--- src/rtl/dpd_lut_loader.sv ---
// Loads one full coefficient table into a selected DPD LUT over the shared config port,
// optionally reading it back and comparing a running checksum against the write checksum.
module dpd_lut_loader #(
    parameter int DATA_WIDTH = 32,
    parameter int ADDR_WIDTH = 10,
    parameter int NUM_LUT    = 8,
    localparam int SEL_W     = (NUM_LUT > 1) ? $clog2(NUM_LUT) : 1
) (
    input  logic                          clk,
    input  logic                          rst_n,
    input  logic                          start,
    input  logic [SEL_W-1:0]              lut_sel,
    input  logic                          verify_en,
    input  logic                          abort,
    input  logic                          s_valid,
    input  logic [DATA_WIDTH-1:0]         s_data,
    output logic                          s_ready,
    output logic [ADDR_WIDTH-1:0]         cfg_addr,
    output logic [DATA_WIDTH-1:0]         cfg_din,
    output logic [NUM_LUT-1:0]            cfg_web,
    input  logic [NUM_LUT*DATA_WIDTH-1:0] cfg_dout,
    output logic                          busy,
    output logic                          done,
    output logic                          error,
    output logic [DATA_WIDTH-1:0]         checksum
);

    typedef enum logic [2:0] {
        ST_IDLE,
        ST_WRITE,
        ST_RD_ISSUE,
        ST_RD_DRAIN,
        ST_CHECK
    } state_t;

    localparam logic [SEL_W:0] NUM_LUT_W = (SEL_W + 1)'(NUM_LUT);

    state_t                  state;
    state_t                  state_nxt;
    logic [SEL_W-1:0]        sel_q;
    logic                    verify_q;
    logic [ADDR_WIDTH-1:0]   addr_q;
    logic [DATA_WIDTH-1:0]   wsum_q;
    logic [DATA_WIDTH-1:0]   rsum_q;
    logic                    rd_pend_q;
    logic [DATA_WIDTH-1:0]   rd_word;
    logic                    start_acc;
    logic                    abort_acc;
    logic                    sel_bad;
    logic                    addr_last;
    logic                    wr_beat;
    logic                    rd_issue;

    assign start_acc = (state == ST_IDLE) && start;
    assign abort_acc = (state != ST_IDLE) && abort;
    assign sel_bad   = ({1'b0, lut_sel} >= NUM_LUT_W);
    assign addr_last = &addr_q;
    assign busy      = (state != ST_IDLE);
    assign checksum  = wsum_q;

    always_ff @(posedge clk or negedge rst_n) begin
        if (!rst_n) begin
            state <= ST_IDLE;
        end else begin
            state <= state_nxt;
        end
    end

    always_comb begin
        state_nxt = state;
        case (state)
            ST_IDLE:     if (start && !sel_bad) state_nxt = ST_WRITE;
            ST_WRITE:    if (wr_beat && addr_last) state_nxt = verify_q ? ST_RD_ISSUE : ST_CHECK;
            ST_RD_ISSUE: if (addr_last) state_nxt = ST_RD_DRAIN;
            ST_RD_DRAIN: state_nxt = ST_CHECK;
            ST_CHECK:    state_nxt = ST_IDLE;
            default:     state_nxt = ST_IDLE;
        endcase
        if (abort_acc) state_nxt = ST_IDLE;
    end

    // Stream handshake: a beat transfers in any cycle where s_valid and s_ready are both
    // high; s_ready is only raised in WRITE and is pulled low by abort in that same cycle.
    always_comb begin
        s_ready  = 1'b0;
        wr_beat  = 1'b0;
        rd_issue = 1'b0;
        cfg_addr = '0;
        cfg_din  = '0;
        cfg_web  = '0;
        case (state)
            ST_WRITE: begin
                s_ready  = !abort;
                wr_beat  = s_valid && !abort;
                cfg_addr = addr_q;
                if (wr_beat) begin
                    cfg_din = s_data;
                    for (int i = 0; i < NUM_LUT; i++) begin
                        cfg_web[i] = (sel_q == SEL_W'(i));
                    end
                end
            end
            ST_RD_ISSUE: begin
                rd_issue = !abort;
                cfg_addr = addr_q;
            end
            default: ;
        endcase
    end

    always_comb begin
        rd_word = '0;
        for (int i = 0; i < NUM_LUT; i++) begin
            if (sel_q == SEL_W'(i)) rd_word = cfg_dout[i*DATA_WIDTH +: DATA_WIDTH];
        end
    end

    // rd_pend_q marks the cycle in which the LUT returns data for last cycle's address.
    always_ff @(posedge clk or negedge rst_n) begin
        if (!rst_n) begin
            sel_q     <= '0;
            verify_q  <= 1'b0;
            addr_q    <= '0;
            wsum_q    <= '0;
            rsum_q    <= '0;
            rd_pend_q <= 1'b0;
            done      <= 1'b0;
            error     <= 1'b0;
        end else begin
            done      <= 1'b0;
            rd_pend_q <= rd_issue;
            if (start_acc) begin
                sel_q    <= lut_sel;
                verify_q <= verify_en;
                addr_q   <= '0;
                wsum_q   <= '0;
                rsum_q   <= '0;
                error    <= sel_bad;
                done     <= sel_bad;
            end else if (abort_acc) begin
                addr_q <= '0;
                error  <= 1'b1;
                done   <= 1'b1;
            end else begin
                if (wr_beat) begin
                    wsum_q <= wsum_q + s_data;
                    addr_q <= addr_q + ADDR_WIDTH'(1);
                end
                if (rd_issue) addr_q <= addr_q + ADDR_WIDTH'(1);
                if (rd_pend_q) rsum_q <= rsum_q + rd_word;
                if (state == ST_CHECK) begin
                    done <= 1'b1;
                    if (verify_q && (rsum_q != wsum_q)) error <= 1'b1;
                end
            end
        end
    end

endmodule
--- config.mk ---
export PLATFORM = sky130hd
export DESIGN_NAME = dpd_lut_loader
export DESIGN_NICKNAME = d
export VERILOG_FILES = /design/src/rtl/dpd_lut_loader.sv
export SDC_FILE = /design/constraint.sdc
export NUM_CORES = 1
export LEC_CHECK = 0
export ABC_CLOCK_PERIOD_IN_PS = 6700
export CAP_MARGIN = 40
export CORE_ASPECT_RATIO = 0.8
export CORE_MARGIN = 4
export CORE_UTILIZATION = 45
export DETAILED_ROUTE_END_ITERATION = 8
export PLACE_DENSITY = 0.84
export SETUP_SLACK_MARGIN = 0.02
export SLEW_MARGIN = 20
export SYNTH_ARGS = -nofsm -noshare
export SYNTH_HDL_FRONTEND = slang
export SYNTH_SLANG_ARGS = --single-unit
export TNS_END_PERCENT = 1
--- constraint.sdc ---
create_clock -name clk -period 6.7 [get_ports clk]
set_input_delay 1.005 -clock clk [delete_from_list [all_inputs] [get_ports clk]]
set_output_delay 1.005 -clock clk [all_outputs]
set_load 0.05 [all_outputs]
Word level (Yosys, flattened, before mapping):

Cells that the tools add are included.

* register bits after elaboration: 84

* multiplexer cells: 39
* add/subtract/negate cells: 3
* reduce and logical (&&, ||, !) cells: 20
* equal/unequal tests: 16

Operator list (number)
* 32-bit 2-to-1 mux: 16
* 32-bit adder: 2
* 10-bit 2-to-1 mux: 5
* 32-bit inequality test: 1
* 8-bit 2-to-1 mux: 2
* 3-bit equality test (second input constant): 5
* 3-bit 2-to-1 mux: 5
* 3-bit by 2-bit equality test with 1-bit output (second input constant): 4
* 3-bit one-hot mux with 4 select lines: 1
* 10-bit by 1-bit adder with 10-bit output (second input constant): 1
* 1-bit 2-to-1 mux: 10
* 10-bit AND reduction: 1
* 3-bit inequality test (second input constant): 3
* 3-bit nonzero test: 3
* 3-bit by 1-bit equality test with 1-bit output (second input constant): 2
* 3-bit zero test: 2
* 2-bit AND reduction: 3
* 1-bit logical AND: 5
* 2-bit nonzero test: 2
* 4-bit nonzero test: 1
* 3-bit AND reduction: 1
* 2-bit inequality test (second input constant): 1
* 2-bit OR reduction: 1
* 1-bit zero test: 1

Logic depth before layout (Yosys ltp):

Gate-level depths: netlist of the first run.

* depth in word-level cells: 13
* mapped depth: 18

Worst setup path before layout of the first run:

No wires, ideal clock.

* kind: input-to-output
* from: input abort
* to: output cfg_web[0]
* slack: 1.283 ns
* arrival: 4.412 ns
* stages: 6
* cells stage by stage: clkbuf_1 > nor3_1 > nand2_1 > clkbuf_1 > clkbuf_1 > nor4_1

* cells in the longest elaborated chain, start to end: 4

RTL lines
* start: declaration: RTL line 14 `input logic abort,`
* 1-bit zero test: RTL line 94 `wr_beat = s_valid && !abort;`
* 1-bit logical AND: RTL line 94
* 8-bit 2-to-1 mux: RTL line 96 `if (wr_beat) begin`
* 8-bit 2-to-1 mux: RTL line 91 `case (state)`
* end: declaration: RTL line 20 `output logic [NUM_LUT-1:0] cfg_web,`

Every way passes these cells.

Worst setup path after layout of the first run:

* from: input cfg_dout[128]
* to: register rsum_q[28]

* cells in the longest elaborated chain, start to end: 8

RTL lines
* start: declaration: RTL line 21 `input logic [NUM_LUT*DATA_WIDTH-1:0] cfg_dout,`
* 32-bit 2-to-1 mux (4 in series): RTL line 114 `if (sel_q == SEL_W'(i)) rd_word = cfg_dout[i*DATA_WIDTH +: DATA_WIDTH];`
* 32-bit adder: RTL line 150 `if (rd_pend_q) rsum_q <= rsum_q + rd_word;`
* 32-bit 2-to-1 mux: RTL line 150
* 32-bit 2-to-1 mux: RTL line 140 `end else if (abort_acc) begin`
* 32-bit 2-to-1 mux: RTL line 132 `if (start_acc) begin`
* end signal: assignment: RTL line 150
* end: declaration: RTL line 44 `logic [DATA_WIDTH-1:0] rsum_q;`

Every way passes these cells. The select of a mux whose other input is x is not followed.
A chain may end at the register's enable or synchronous reset.

==> results of run 1 <==
[final timing paths]
path,end,from,cells past startpoint
setup / recovery,rsum_q[28],cfg_dout[128],13
hold / removal,error,error,2
setup reg to reg,rsum_q[28],sel_q[1],13
hold reg to reg,error,error,2
max in group asynchronous,sel_q[0],rst_n,3
min in group asynchronous,addr_q[6],rst_n,1
[state kept, by name, indices dropped and copies added, names as in the netlist]
| name | count |
|---|---|
| sel_q | 3 |
| addr_q | 10 |
| checksum | 32 |
| rsum_q | 32 |
| rd_pend_q | 1 |
| error | 1 |
| verify_q | 1 |
| done | 1 |
| state | 3 |
[placed cells by master, fill, tap and decap left out, drive strengths merged, types with 11 or more instances in the layout]
master and instances:
clkdlybuf4s50 381, nand2 114, o21ai 85, dfrtp 84, nor2 72, ha 71
xnor2 61, a21oi 58, mux4 45, and2 45, a21o 31, mux2 26
a22o 26, inv 21, nand3 20, xor2 18, mux2i 16, nand4 15
nor3 15, buf 15, and3 14, or3 13, o221ai 12, o21a 12
a211oi 12, nor2b 11, clkbuf 11
[metal layers]
metal  vias up  wire [um]  track usage
met5         -         11            0
met4         2        577       0.0613
met3        48       2850       0.0735
met2       435      17100        0.495
met1      4644      14100        0.373
li1       4608          -            -
[report_power, final]
| part | total [W] | internal, W | switching, W |
|---|---|---|---|
| Sequential | 0.000686 | 0.000564 | 0.000122 |
| Combinational | 0.00175 | 0.000815 | 0.000930 |
| Clock | 0.000493 | 0.000272 | 0.000221 |
| Total | 0.00292 | 0.00165 | 0.00127 |
[area by class of cell]
cell class,instances,area [um2]
Inverter,21,78.8
Fill cell,1646,6380
Multi-Input combinational cell,884,6780
Clock inverter,5,36.3
Timing Repair Buffer,396,3950
Clock buffer,11,253
Antenna cell,2,5.00
Tap cell,264,330
Sequential cell,84,2110
[per-stage QoR]
stage / setup WS [ps] / hold slack [ps]
floorplan: 1280 / 490
global placement: 1550 / 462
detailed placement: 1390 / 485
CTS: 1740 / 499
global route: 1350 / 565
finish: 1690 / 485
[worst max-delay path: cells and delay by family]
family | cells | cell delay [ps]
buffers and inverters | 1 | 480
adder cells (fa/ha/maj) | 2 | 670
AND/OR/NAND/NOR | 1 | 130
multiplexers | 3 | 1140
AO/OA/AOI/OAI | 6 | 1830
[cells by family (layout without fill, tap and decap cells)]
logic type / Yosys count / count (layout) / share of synthesized area
AND/OR/NAND/NOR: 352 / 352 / 0.189
AO/OA/AOI/OAI: 293 / 293 / 0.214
multiplexers: 87 / 87 / 0.160
flip-flops: 84 / 84 / 0.229
XOR/XNOR: 79 / 79 / 0.0755
buffers and inverters: 75 / 433 / 0.0311
adder cells (fa/ha/maj): 73 / 73 / 0.101
other: 0 / 2 / 0
==> flow_summary.toml, run 1 <==
[outcome]
status = "completed"

[logic_synthesis]
synth_top_area_share = 0.229
synth-edff-count = 0
synthDistinctLibCells = 65
syn_avg_cell_area_um2 = 8.78
yosysTopAreaCell = "dfrtp_1"
async_flop_share = 1.00
synth_fp_nets = 1413
synth_flop_cell = "dfrtp_1"
synth_seq_area_share = 0.229
ys_ff_latch = 84
synth_area_um2 = 9160
ys_warn_count = 0
ys_top_cells_by_area = "dfrtp_1, mux4_2, ha_1, xnor2_1, nand2_1"
synth_most_common_cell = "nand2_1"
syn_inst = 1043
yosys-top-cells-count = "nand2_1, dfrtp_1, o21ai_0, nor2_1, ha_1"

[sta]
tightest_slew_ps = 729
drv_slew = 0
max-slew-margin-rel = 0.511
rsz0062_at_grt = "no"
tns_ps = 0
fmax_ghz = 0.199
skew_ps = 5.26
finalCritPeriodShare = 0.748
hold_viol_final = 0
period_minus_slack_ps = 5010
setup_viol = 0

[clocking]
cts_resized = 0
cts_tree = "yes"
clkTransAtPathRegs_ps = 70
cts_buffers = 9
cts-root-buf = "clkbuf_16"
cts-htree-levels = 3
cts.sinks = 84
clkLatencyLatePin_ps = 350
clockBufferDepth = 2
cts_hold_buf = 0
post_cts_buffers = 0

[setup_path]
max_stage_delay_ps = 630
crit_top_cell = "mux2_2"
regToRegSetupSlack_ps = 1690
critical_path_required_ps = 6940
path_cells = "clkdlybuf4s50_1, mux4_2, mux2_2, ha_1, fa_1, nand3_1, a211oi_1, a311oi_1, o221ai_1, a31o_2, o21ai_0, mux2_2, a221o_1"
worstPathMaxFanout = 5
cp_slowest_cell = "a311oi_1"
start_kind = "primary input"
cp.arrival_ps = 5250
worstSetupPathType = "primary input to flip-flop"
end_kind = "flip-flop"

[cells_and_area]
nNetsFinal = 1766
areaGrowthSynthToFinish_pct = 47.7
utilization = 0.680
drive_gt1_frac = 0.0849
fin_cells = 1667
stdcell_area_um2 = 13500

[floorplanning]
rows = 46
ioPinCount = 383
core_um2 = 19900
fp.dieW_um = 168
dieArea_um2 = 22700
die_h_um = 136
initial_core_util = 0.460

[detailed_routing]
routed_wl_um = 34700
drtIter0Drc = 845
vias = 9737
ant_nets = 0
wl_per_cell_um = 20.8
drc = 0
drt_pass1_iterations = 5
vias_per_cell = 5.84

[grt]
antenna_found_initial = 3
grt_pass1_vias = 9670
grt_pass1_wl_um = 52300
overflow = 0
grt_use_total = 0.289
grt_start_max_net_pins = 62

[placement]
routabilityCongestion = 0.958
placedCellCount = 1647
hpwl_um = 28300
dpl_cell_area_um2 = 13200
io_buffer_count = 382

[power]
leakagePower_nw = 5.64
ir_drop_v = 0.000177
power.total_w = 0.00292
p_per_area_nw_per_um2 = 216

[job]
cap_violations = 0

[worst_hold_path]
min_path_type = "flip-flop to flip-flop"
Power figures use the tool's default switching activity.
==> run 2, diff against run 1 <==
--- a/config.mk
+++ b/config.mk
@@ -5,13 +5,13 @@
 export SDC_FILE = /design/constraint.sdc
 export NUM_CORES = 1
 export LEC_CHECK = 0
-export ABC_CLOCK_PERIOD_IN_PS = 6700
+export ABC_CLOCK_PERIOD_IN_PS = 4000
 export CAP_MARGIN = 40
 export CORE_ASPECT_RATIO = 0.8
 export CORE_MARGIN = 4
-export CORE_UTILIZATION = 45
+export CORE_UTILIZATION = 40
 export DETAILED_ROUTE_END_ITERATION = 8
-export PLACE_DENSITY = 0.84
+export PLACE_DENSITY = 0.79
 export SETUP_SLACK_MARGIN = 0.02
 export SLEW_MARGIN = 20
 export SYNTH_ARGS = -nofsm -noshare
==> constraint.sdc (replaced) <==
create_clock -name clk -period 4 [get_ports clk]
set_input_delay 0.6 -clock clk [delete_from_list [all_inputs] [get_ports clk]]
set_output_delay 0.6 -clock clk [all_outputs]
set_load 0.05 [all_outputs]
==> run 2 against run 1 <==
Clock power up 76%. Critical endpoint unchanged. Flip-flop and latch count stayed put. Global-route usage decreased by 3.5 points.
==> flow_summary.toml, run 2 (synthesis results as in run 1) <==
[placement]
io_buffer_count = 382
hpwl_um = 28700
place_ws_ps = -364
routabilityCongestion = 0.926

[cells_and_area]
fillers = 1934
areaGrowthSynthToFinish_pct = 55.7
antenna_cells = 0
final_cell_mix = "clkdlybuf4s50_1, nand2_1, buf_4"
regArea_um2 = 2110
final_common_cell = "clkdlybuf4s50_1"
drive_gt1_frac = 0.167
multi_input_area_um2 = 6860
nNetsFinal = 1836
utilization = 0.634

[floorplanning]
initial_core_util = 0.407
rows = 49
core_um2 = 22500
ioPinCount = 383
fp.dieW_um = 177
dieArea_um2 = 25400
die_h_um = 143

[setup_path]
critPathTopFamily = "compound AO/OA/AOI/OAI gates"
worstPathMaxFanout = 4
critical_path_required_ps = 4230
end_kind = "flip-flop"
regToRegSetupSlack_ps = 150
rr_startpoint = "sel_q[0]"
cp.arrival_ps = 4100
worstSetupPathType = "primary input to flip-flop"
r2r_end = "rsum_q[28]"
max_stage_delay_ps = 460
path_cells = "clkdlybuf4s50_1, mux4_2, mux2_2, ha_2, fa_2, nand3_1, a211oi_1, a311oi_2, buf_4, o221ai_2, a31o_2, o21ai_1, mux2_2, a221o_1"
path_buf_inv = 2
cp_slowest_cell = "mux4_2"
crit_top_cell = "mux2_2"
reg2reg_depth = 13
start_kind = "primary input"

[sta]
fmax_ghz = 0.258
fin_ws_ps = 130
period_minus_slack_ps = 3870
setup_viol = 0
drv_slew = 0
finalCritPeriodShare = 0.968
skew_ps = 10.0
whs_ps = 107
tns_ps = 0
hold_viol_final = 0
max-slew-margin-rel = 0.468
rsz0062_at_grt = "yes"
tightest_slew_ps = 795

[clocking]
cts.sinks = 84
clockBufferDepth = 2
cts-root-buf = "clkbuf_16"
cts_buffers = 9
clkTransAtPathRegs_ps = 70
cts_hold_buf = 0
clkLatencyLatePin_ps = 340
cts-htree-levels = 3
cts_tree = "yes"

[outcome]
status = "completed"

[detailed_routing]
drc = 0
ant_nets = 0
vias_per_cell = 5.59
drt_pass1_iterations = 5
vias = 9925
routed_wl_um = 35000
drtIter0Drc = 736
wl_per_cell_um = 19.7

[power]
p_switching_w = 0.00219
leakagePower_nw = 6.13
seqPwrFrac = 0.214
swShare = 0.423
ir_drop_v = 0.000274
power.share.clock = 0.167
internal_power_w = 0.00299
p_per_area_nw_per_um2 = 364
pwr-share-comb = 0.618

[grt]
antenna_found_initial = 0
grt_use_total = 0.254
grt_pass1_wl_um = 51600
grt_start_max_net_pins = 63
grt_pass1_vias = 9673
overflow = 0

[worst_hold_path]
min_path_type = "primary input to asynchronous set/reset pin"

[job]
cap_violations = 0
[run 2: through the flow]
step	instance area, um2	instances	total power [W]
after detailed placement	13800	1750	0.00425
after floorplan	9180	1043	0.00307
after CTS	14100	1766	0.00513
after global routing	14300	1777	0.00549
final	14300	1777	0.00519
after global placement	13800	1750	0.00420
[run 2: power by group through the flow]
stage | logic (W) | registers (W) | clock network (W)
floorplan | 0.00171 | 0.00136 | 0
finish | 0.00321 | 0.00111 | 0.000868
detailed placement | 0.00312 | 0.00113 | 0
global route | 0.00345 | 0.00113 | 0.000912
global placement | 0.00307 | 0.00113 | 0
CTS | 0.00314 | 0.00112 | 0.000874
[run 2: routing by layer]
layer  routed length (um)  vias to the layer above  global-route usage
met5                    0                        -              0.0114
met4                  476                        0              0.0415
met3                 2270                       34              0.0487
met2                17000                      370               0.423
met1                15300                     4794               0.353
li1                     -                     4727                   -
[run 2: layout make-up]
cell class | instances | area share
clock inverters | 5 | 0.00412
clock buffers | 11 | 0.0170
flip-flops and latches | 84 | 0.148
well taps | 306 | 0.0268
multi-input cells | 884 | 0.481
inverters | 21 | 0.00552
repair buffers | 466 | 0.318
[run 2: worst max path at each step]
stage / slack, ps / end / start / depth (start not counted)
finish: 130 / rsum_q[28] / cfg_dout[64] / 14
global route: -2 / rsum_q[31] / sel_q[0] / 16
CTS: 2 / rsum_q[31] / sel_q[0] / 15
detailed placement: -360 / rsum_q[28] / cfg_dout[64] / 14
global placement: -300 / rsum_q[28] / cfg_dout[224] / 14
floorplan: -350 / cfg_web[2] / abort / 6
[run 2: what timing repair did]
item                                   in CTS  in global routing
resized for setup                           1                 21
cloned                                      0                  1
setup buffers                               0                  9
setup endpoints to repair                   2                 10
endpoints found under the hold margin       0                  0
pin swaps                                   0                  8
[run 2: worst reg2reg max path: stages, from the launching register on]
cell and delay, ps:
dfrtp_4 520, buf_12 180, mux4_2 520, mux2_2 320
ha_1 330, a21oi_1 170, a211oi_1 120, a311oi_2 260
buf_4 180, o221ai_2 110, a31o_2 300, o21ai_1 140
mux2_2 350, a221o_1 250
